## src/rtl/warmboot_pkg.sv

```systemverilog
// Shared types and constants for the warm-boot reset sequencer / image selector.
package warmboot_pkg;

    typedef enum logic [2:0] {
        LOCK_WAIT = 3'd0,
        RST_HOLD  = 3'd1,
        RUN       = 3'd2,
        COUNTDOWN = 3'd3,
        BOOT      = 3'd4
    } wb_state_e;

    localparam logic [1:0] SLOT_SPRINGBOARD = 2'd0;
    localparam logic [1:0] SLOT_DFU         = 2'd1;
    localparam logic [1:0] SLOT_USER        = 2'd2;

    // Bits needed to hold 0..max_val; a zero-valued parameter still gets one bit.
    function automatic int cnt_width(input int max_val);
        return (max_val < 1) ? 1 : $clog2(max_val + 1);
    endfunction

endpackage

```

## src/rtl/warmboot_ctrl_sync_2ff.sv

```systemverilog
// Two-flop synchroniser that brings the asynchronous PLL lock into the clk domain.
module sync_2ff (
    input  logic clk_i,
    input  logic rst_n_i,
    input  logic d_i,
    output logic q_o
);

    logic meta_q;
    logic sync_q;

    always_ff @(posedge clk_i or negedge rst_n_i) begin
        if (!rst_n_i) begin
            meta_q <= 1'b0;
            sync_q <= 1'b0;
        end else begin
            meta_q <= d_i;
            sync_q <= meta_q;
        end
    end

    assign q_o = sync_q;

endmodule

```

## src/rtl/warmboot_ctrl.sv

```systemverilog
// Reset sequencer and SB_WARMBOOT image selector; the optional watchdog trigger
// is compiled in only when WARMBOOT_WDT_EN is defined.
//
// state     | meaning
// LOCK_WAIT | waiting for synchronised PLL lock, sys_rst held
// RST_HOLD  | lock seen, counting RST_DELAY before releasing sys_rst
// RUN       | system running, watching for boot triggers
// COUNTDOWN | slot latched on wb_s, counting BOOT_DELAY
// BOOT      | wb_boot asserted, terminal until rst_n
module warmboot_ctrl
    import warmboot_pkg::*;
#(
    parameter int         RST_DELAY      = 255,
    parameter int         USB_RST_CYCLES = 16,
    parameter int         BOOT_DELAY     = 64,
    parameter logic [1:0] USB_SLOT       = SLOT_USER,
    parameter int         WDT_CYCLES     = 1 << 20,
    parameter logic [1:0] WDT_SLOT       = SLOT_DFU
) (
    input  logic       clk_i,
    input  logic       rst_n_i,
    input  logic       pll_locked_i,
    input  logic       usb_reset_i,
    input  logic       dfu_armed_i,
    input  logic       boot_req_i,
    input  logic [1:0] boot_slot_i,
    input  logic       wdt_kick_i,
    output logic       sys_rst_o,
    output logic [1:0] wb_s_o,
    output logic       wb_boot_o,
    output logic       boot_pending_o
);

    localparam int CNT_MAX = (RST_DELAY > BOOT_DELAY) ? RST_DELAY : BOOT_DELAY;
    localparam int CW      = cnt_width(CNT_MAX);
    localparam int UW      = cnt_width(USB_RST_CYCLES);

    localparam logic [CW-1:0] RST_LOAD  = CW'(RST_DELAY);
    localparam logic [CW-1:0] BOOT_LOAD = CW'(BOOT_DELAY);
    localparam logic [UW-1:0] USB_LAST  = UW'(USB_RST_CYCLES - 1);

    wb_state_e     state_q, state_d;
    logic [CW-1:0] cnt_q, cnt_d;
    logic [UW-1:0] ucnt_q, ucnt_d;
    logic [1:0]    slot_q, slot_d;
    logic          sys_rst_q, sys_rst_d;
    logic          wb_boot_q, wb_boot_d;
    logic          pend_q, pend_d;
    logic          lock_s;
    logic          usb_qual;
    logic          usb_fire;
    logic          wdt_fire;

    sync_2ff u_lock_sync (
        .clk_i   (clk_i),
        .rst_n_i (rst_n_i),
        .d_i     (pll_locked_i),
        .q_o     (lock_s)
    );

    assign usb_qual = usb_reset_i & dfu_armed_i;
    assign usb_fire = usb_qual && (ucnt_q == USB_LAST);

    // Run length only matters in RUN; firing leaves RUN, so ucnt never exceeds USB_LAST.
    always_comb begin
        ucnt_d = '0;
        if (state_q == RUN && usb_qual && !usb_fire) begin
            ucnt_d = ucnt_q + 1'b1;
        end
    end

`ifdef WARMBOOT_WDT_EN
    localparam int            WW       = cnt_width(WDT_CYCLES);
    localparam logic [WW-1:0] WDT_LOAD = WW'(WDT_CYCLES);

    logic [WW-1:0] wdt_q, wdt_d;

    // Held at the reload value outside RUN, which doubles as the reload on RUN entry.
    always_comb begin
        wdt_d    = WDT_LOAD;
        wdt_fire = 1'b0;
        if (state_q == RUN && !wdt_kick_i) begin
            wdt_d    = (wdt_q != '0) ? wdt_q - 1'b1 : '0;
            wdt_fire = (wdt_q <= WW'(1));
        end
    end

    always_ff @(posedge clk_i or negedge rst_n_i) begin
        if (!rst_n_i) begin
            wdt_q <= WDT_LOAD;
        end else begin
            wdt_q <= wdt_d;
        end
    end
`else
    localparam int unused_wdt_cfg = WDT_CYCLES + int'(WDT_SLOT);
    logic unused_wdt_kick;

    assign unused_wdt_kick = wdt_kick_i;
    assign wdt_fire        = 1'b0;
`endif

    always_comb begin
        state_d   = state_q;
        cnt_d     = cnt_q;
        slot_d    = slot_q;
        sys_rst_d = sys_rst_q;
        wb_boot_d = wb_boot_q;
        pend_d    = pend_q;
        case (state_q)
            LOCK_WAIT: begin
                sys_rst_d = 1'b1;
                if (lock_s) begin
                    state_d = RST_HOLD;
                    cnt_d   = RST_LOAD;
                end
            end
            RST_HOLD: begin
                if (!lock_s) begin
                    state_d = LOCK_WAIT;
                end else if (cnt_q == '0) begin
                    state_d   = RUN;
                    sys_rst_d = 1'b0;
                end else begin
                    cnt_d = cnt_q - 1'b1;
                end
            end
            RUN: begin
                if (!lock_s) begin
                    state_d   = LOCK_WAIT;
                    sys_rst_d = 1'b1;
                end else if (boot_req_i || usb_fire || wdt_fire) begin
                    state_d = COUNTDOWN;
                    cnt_d   = BOOT_LOAD;
                    pend_d  = 1'b1;
                    if (boot_req_i) begin
                        slot_d = boot_slot_i;
                    end else if (usb_fire) begin
                        slot_d = USB_SLOT;
                    end else begin
                        slot_d = WDT_SLOT;
                    end
                end
            end
            COUNTDOWN: begin
                if (!lock_s) begin
                    state_d   = LOCK_WAIT;
                    sys_rst_d = 1'b1;
                    pend_d    = 1'b0;
                    slot_d    = USB_SLOT;
                end else if (cnt_q == '0) begin
                    state_d   = BOOT;
                    wb_boot_d = 1'b1;
                    sys_rst_d = 1'b1;
                end else begin
                    cnt_d = cnt_q - 1'b1;
                end
            end
            BOOT: begin
                state_d = BOOT;
            end
            default: begin
                state_d = LOCK_WAIT;
            end
        endcase
    end

    always_ff @(posedge clk_i or negedge rst_n_i) begin
        if (!rst_n_i) begin
            state_q   <= LOCK_WAIT;
            cnt_q     <= '0;
            ucnt_q    <= '0;
            slot_q    <= USB_SLOT;
            sys_rst_q <= 1'b1;
            wb_boot_q <= 1'b0;
            pend_q    <= 1'b0;
        end else begin
            state_q   <= state_d;
            cnt_q     <= cnt_d;
            ucnt_q    <= ucnt_d;
            slot_q    <= slot_d;
            sys_rst_q <= sys_rst_d;
            wb_boot_q <= wb_boot_d;
            pend_q    <= pend_d;
        end
    end

    assign sys_rst_o      = sys_rst_q;
    assign wb_s_o         = slot_q;
    assign wb_boot_o      = wb_boot_q;
    assign boot_pending_o = pend_q;

endmodule

```

## config.mk

```make
export PLATFORM = sky130hd
export DESIGN_NAME = warmboot_ctrl
export DESIGN_NICKNAME = d
export VERILOG_FILES = /design/src/rtl/warmboot_pkg.sv /design/src/rtl/warmboot_ctrl_sync_2ff.sv /design/src/rtl/warmboot_ctrl.sv
export SDC_FILE = /design/constraint.sdc
export NUM_CORES = 1
export LEC_CHECK = 0
export ABC_AREA = 1
export BUFFER_PORTS_ARGS = -buffer_cell sky130_fd_sc_hd__buf_2
export CELL_PAD_IN_SITES_DETAIL_PLACEMENT = 1
export CELL_PAD_IN_SITES_GLOBAL_PLACEMENT = 1
export CORE_MARGIN = 1
export CORE_UTILIZATION = 35
export CTS_BUF_LIST = sky130_fd_sc_hd__clkbuf_4
export DETAILED_ROUTE_END_ITERATION = 12
export GPL_TIMING_DRIVEN = 0
export PLACE_DENSITY_LB_ADDON = 0.1
export SYNTH_ARGS = -nofsm -noshare
export SYNTH_HDL_FRONTEND = slang
export SYNTH_HIERARCHICAL = 1
export SYNTH_SLANG_ARGS = --single-unit
```

## constraint.sdc

```tcl
create_clock -name clk_i -period 4.41 [get_ports clk_i]
set_input_delay 0 -clock clk_i [delete_from_list [all_inputs] [get_ports clk_i]]
set_output_delay 0 -clock clk_i [all_outputs]
set_load 0.005 [all_outputs]
```

==> flow_summary.ini, run 1 <==
[floorplan]
rows = 21
die_h_um = 61.8
start_util = 0.370
io_pins = 14
core_um2 = 3390
die-area_um2 = 3820
die_x_um = 61.8

[drt]
wl_per_cell_um = 12.3
vias = 1166
wirelength_um = 2980
dr.pass1.iters = 4
drt_iter0_markers = 39
vias_per_cell = 4.80
ant_nets = 0
drc = 0

[timing]
drv_slew = 0
fmax_mhz = 558
finalCriticalPeriod_ps = 1790
clock_skew_ps = 2.59
setup_violations = 0
worst_slack_ps = 2620
worstMarginPinSlew_ps = 524
fin_tns_setup_ps = 0
hold_viol_final = 0
post-route-period-util = 0.407
rsz0062_at_grt = no
relSlewSlack = 0.650

[clock_tree]
path_clk_slew_ps = 140
clockBufferDepth = 2
cts_root_buf = clkbuf_4
numCtsBuffers = 3
cts_tree = built
cts_resized = 0
cts_sinks = 23
postCtsSetupBuffers = 0
cts_max_level = 1
insertion_delay_ps = 320

[placed_design]
pre_cts_ws_ps = 2620
gp_congestion = 0.839
dp_hpwl_um = 2270
port_buffers = 12

[yosys]
ys.flop_type = dfrtp_1
yosysMostFrequentCell = nand2_1
synth.net_count = 188
yosys-top-cells-count = nand2_1, nor2_1, dfrtp_1, inv_1, nand3_1
synth_warnings = 6
synth_cell_type_count = 20
seq_area_frac_synth = 0.462
synth-seq-cells = 23
synth_edf_count = 0
synthCells = 176
netlist_area_um2 = 1250
synthTopCellsByArea = dfrtp_1, nand2_1, nor2_1
synth.largest_area_cell = dfrtp_1
ys_async_sr_fraction = 1.00
synth.top_cell.area_share = 0.420
avgSynthCellArea_um2 = 7.12

[layout]
multi_input_area_um2 = 579
final_nets = 210
n_antenna_cell = 0
nFillCells = 438
ff_latch_area_um2 = 578
drive_above_1_share = 0.137
area_growth_pct = 15.8

[job]
maxCapViolations = 0

[pwr]
p_seq_frac = 0.385
p_sw_uw = 420
intPower_uw = 467
clkPwrFrac = 0.118
comb_power_share = 0.497
p_sw_frac = 0.474
ir_worst_vdd_mv = 0.229
p_leak_uw = 0.000791
p_per_area_nw_per_um2 = 611

[worst_setup_path]
crit_fanout = 9
crit_top_cell = nand2_1
path_buf_inv = 0
cp-start-kind = flop
crit_path_end_kind = flop
required_ps = 4680
critical-path-slowest-cell = dfrtp_1
worstPathCellList = ha_1 > nand2_1 > nor2_1 > ha_1 > nand3_1 > nand2_1 > nand2_1 > nand2_1 > nand2_2 > nor2_4 > nand2_1 > nand2_1
cpPeakStageDelay_ps = 400
path_class = reg2reg
path_delay_family = simple AND/OR/NAND/NOR gates
critical_path_arrival_ps = 2060

[global_routing]
grt_pass1_vias = 1269
antenna_found_initial = 0
track_usage = 0.192
grt_max_degree = 24
grt_overflow = 0
grt_pass1_wl_um = 5400

[status]
status = completed

[hold_path]
hp-class = in2reg
worst paths after layout:
| kind | start | endpoint | slack (ps) | depth (start not counted) |
|---|---|---|---|---|
| max reg2reg | ucnt_q[0] | cnt_q[2] | 2620 | 12 |
| max in group asynchronous | rst_n_i | sys_rst_o | 3870 | 2 |
| min | boot_req_i | wb_s_o[1] | 40 | 4 |
| min reg2reg | u_lock_sync/meta_q | u_lock_sync/q_o | 370 | 0 |
| max | ucnt_q[0] | cnt_q[2] | 2620 | 12 |
| min in group asynchronous | rst_n_i | cnt_q[1] | 170 | 2 |
cells by family after synthesis:
logic type / after synthesis / share of synthesized area
buf+inv: 25 / 0.0759
simple gates: 111 / 0.372
xor+xnor: 1 / 0.00699
compound gates: 13 / 0.0539
flops: 23 / 0.462
fa+ha+maj: 3 / 0.0300
state kept, by name (all words and copies together) (netlist names):
signal              cells
cnt_q                   8
ucnt_q                  5
state_q                 3
wb_s_o                  2
boot_pending_o          1
sys_rst_o               1
u_lock_sync/meta_q      1
u_lock_sync/q_o         1
wb_boot_o               1
power groups by stage:
stage / clock, µW / combinational [µW] / sequential, µW
2_1_floorplan: 0 / 332 / 332
3_3_place_gp: 0 / 427 / 344
3_5_place_dp: 0 / 445 / 346
4_1_cts: 113 / 451 / 342
5_1_grt: 119 / 522 / 353
6_report: 105 / 440 / 342
layout make-up:
class | instances | share of cell area
clock inverter | 1 | 0.00518
timing repair buffer | 17 | 0.0759
clock buffer | 3 | 0.0155
buffer | 1 | 0.00345
inverter | 24 | 0.0621
sequential | 23 | 0.399
multi-input combinational | 128 | 0.399
tap | 46 | 0.0397
stage by stage:
stage | area, µm² | std cells | total power (µW) | util | hold WS, ps
floorplan | 1250 | 176 | 664 | - | -296
global placement | 1370 | 234 | 771 | 0.404 | 3.27
detailed placement | 1370 | 234 | 791 | 0.404 | 11.6
CTS | 1450 | 243 | 905 | 0.428 | 17.2
global route | 1450 | 243 | 994 | 0.428 | 56.5
finish | 1450 | 243 | 887 | 0.428 | 43.9
routing by layer:
metal  vias up  part of all wire  global-route usage
li1        585                 -                   -
met5         -                 0                   0
met2        12              0.52               0.341
met1       567              0.45               0.242
met3         2             0.022              0.0186
met4         0            0.0067              0.0667
what timing repair did:
action	4_1_cts	5_1_grt
setup endpoints to repair	0	0
hold endpoints to repair	26	0
hold buffers	5	0
worst reg2reg max path: cells and delay by family (launching register included):
| kind | cells | cell delay [ps] |
|---|---|---|
| adders and majority gates | 2 | 350 |
| DFF | 1 | 400 |
| and+or+nand+nor | 10 | 990 |
placed cells by master (no fill, tap or decap):
master	synthesis	layout
nor2_2	2	2
clkinvlp_4	0	1
xnor2_1	1	1
o21ai_1	2	2
o21bai_1	1	1
inv_1	21	21
dfrtp_1	21	21
inv_2	3	3
nand2_1	62	62
nand3_1	13	13
ha_1	3	3
nor2_4	1	1
dlygate4sd3_1	0	5
clkbuf_4	0	3
a21oi_1	3	3
nor3_1	1	1
nor3b_1	1	1
o21ai_0	7	7
buf_2	1	13
nand4_1	4	4
nand2_2	2	2
nor2_1	25	25
dfstp_2	2	2
(Power assumes the default switching activity.)
==> run 2: changes to the inputs <==
- clock period: 4.41 -> 1.8 ns (I/O delays scaled with it)
==> run 2 against run 1 <==
- design area is 6.0% higher
- register-to-register slack lost 2500 ps
- via count up 2.9%
- clock skew about the same
- critical endpoint is now cnt_q[6]
- sequential share of layout area down 2.2 points
- power grew to 2.6 times the previous value
- die area unchanged
==> flow_summary.ini, run 2 (synthesized netlist as in run 1, its figures left out) <==
[global_routing]
grt_pass1_vias = 1304
grt_overflow = 0
grt_max_degree = 24
antenna_found_initial = 0
grt_pass1_wl_um = 5550
track_usage = 0.197

[pwr]
intPower_uw = 1190
clkPwrFrac = 0.114
p_sw_uw = 1100
p_seq_frac = 0.371
ir_worst_vdd_mv = 0.614
p_per_area_nw_per_um2 = 1490
comb_power_share = 0.516
p_leak_uw = 0.000815
p_sw_frac = 0.481

[timing]
clock_skew_ps = 2.29
relSlewSlack = 0.650
setup_violations = 0
hold_viol_final = 0
rsz0062_at_grt = yes
fmax_mhz = 579
drv_slew = 0
worstMarginPinSlew_ps = 524
finalCriticalPeriod_ps = 1730
post-route-period-util = 0.959
holdWs_ps = 49.1

[floorplan]
die-area_um2 = 3820
start_util = 0.370
die_h_um = 61.8
core_um2 = 3390
die_x_um = 61.8
rows = 21
io_pins = 14

[worst_setup_path]
reg2reg_depth = 13
crit_fanout = 8
reg2reg_slack_ps = 70
cp-start-kind = flop
crit_start = ucnt_q[1]
path_class = reg2reg
r2r_end = cnt_q[6]
crit_path_end = cnt_q[6]
required_ps = 2030
crit-reg2reg-launch = ucnt_q[1]
crit_path_end_kind = flop
critical_path_arrival_ps = 1960

[status]
status = completed

[clock_tree]
numCtsBuffers = 3
insertion_delay_ps = 320
cts_root_buf = clkbuf_4
cts_tree = built
cts_sinks = 23
cts_max_level = 1
clockBufferDepth = 2
path_clk_slew_ps = 140

[layout]
final_nets = 214
drive_above_1_share = 0.224
largest_reg_flops = 8
top_register = cnt_q
largestRegisters = cnt_q x8, ucnt_q x5, state_q x3
final_common_cell = nand2_1
utilization = 0.453
n_antenna_cell = 0
final_cell_mix = nand2_1, nor2_1, inv_1, dfrtp_1, buf_2
final_cells = 247
area_growth_pct = 22.7

[drt]
wirelength_um = 3120
drc = 0
vias_per_cell = 4.86
wl_per_cell_um = 12.6
drt_iter0_markers = 33
vias = 1200
ant_nets = 0
dr.pass1.iters = 4

[placed_design]
port_buffers = 12
dp_hpwl_um = 2270
placed_cells = 234
gp_congestion = 0.839

[job]
maxCapViolations = 0

[hold_path]
hp-class = in2reg
[run 2: changes by cell type in the layout (fill, tap and decap cells not counted)]
cell / change
nor2_4: +2
ha_1: -2
nand2_4: +2
nand3_1: -1
nand2_1: -10
nand2_2: +8
nand3_2: +1
nor2_1: -1
ha_2: +2
buf_4: +3
[run 2: stage by stage]
| step | power, µW | TNS, ps | setup WS [ps] | area, µm² |
|---|---|---|---|---|
| 6_report | 2280 | 0 | 73.6 | 1540 |
| 5_1_grt | 2540 | -525 | -74.0 | 1540 |
| 4_1_cts | 2270 | 0 | 8.36 | 1470 |
| 3_5_place_dp | 1940 | 0 | 8.54 | 1370 |
| 3_3_place_gp | 1890 | 0 | 86.2 | 1370 |
| 2_1_floorplan | 1630 | 0 | 279 | 1250 |
[run 2: worst min path at each step]
stage / start / to / slack [ps] / cells after the start
CTS: boot_req_i / wb_s_o[1] / 20 / 4
global placement: rst_n_i / ucnt_q[3] / 3 / 1
floorplan: rst_n_i / boot_pending_o / -300 / 0
detailed placement: rst_n_i / ucnt_q[3] / 10 / 1
global route: boot_req_i / wb_s_o[1] / 70 / 4
finish: boot_req_i / wb_s_o[1] / 50 / 4
[run 2: layout make-up]
cell class | count | area [µm²]
well taps | 46 | 57.6
fillers | 429 | 1850
inverters | 24 | 90.1
repair buffers | 20 | 133
multi-input cells | 129 | 643
clock inverters | 1 | 7.51
flip-flops and latches | 23 | 578
plain buffers | 1 | 5.00
clock buffers | 3 | 22.5
[run 2: routing by layer]
layer  vias to the layer above  wire length [µm]  track usage
met5                         -                 0            0
met3                         4                55       0.0186
met2                        13              1630        0.353
met1                       587              1400        0.249
met4                         0                34       0.0667
li1                        596                 -            -
[run 2: power groups by stage]
stage / combinational (µW) / sequential (µW) / clock [µW]
finish: 1180 / 846 / 259
global route: 1380 / 872 / 291
CTS: 1160 / 838 / 276
detailed placement: 1090 / 849 / 0
global placement: 1050 / 843 / 0
floorplan: 814 / 813 / 0
[run 2: critical path, stage by stage (launching register included)]
cell	delay, ps
dfrtp_1	390
ha_2	200
nand2_2	80
nor2_4	110
ha_2	170
nand3_2	70
nand2_2	90
nand2_2	50
nand2_2	90
nand2_4	80
inv_2	80
nand2_4	100
nand2_1	80
nand2_1	50
[run 2: timing repair]
item                                    4_1_cts  5_1_grt
gates resized for setup                       2       16
buffers inserted                              1        2
hold buffers                                  5        0
endpoints found under the hold margin        26        0
pin swaps                                     1       11
endpoints found under the setup margin        8       13
gates cloned                                  1        0
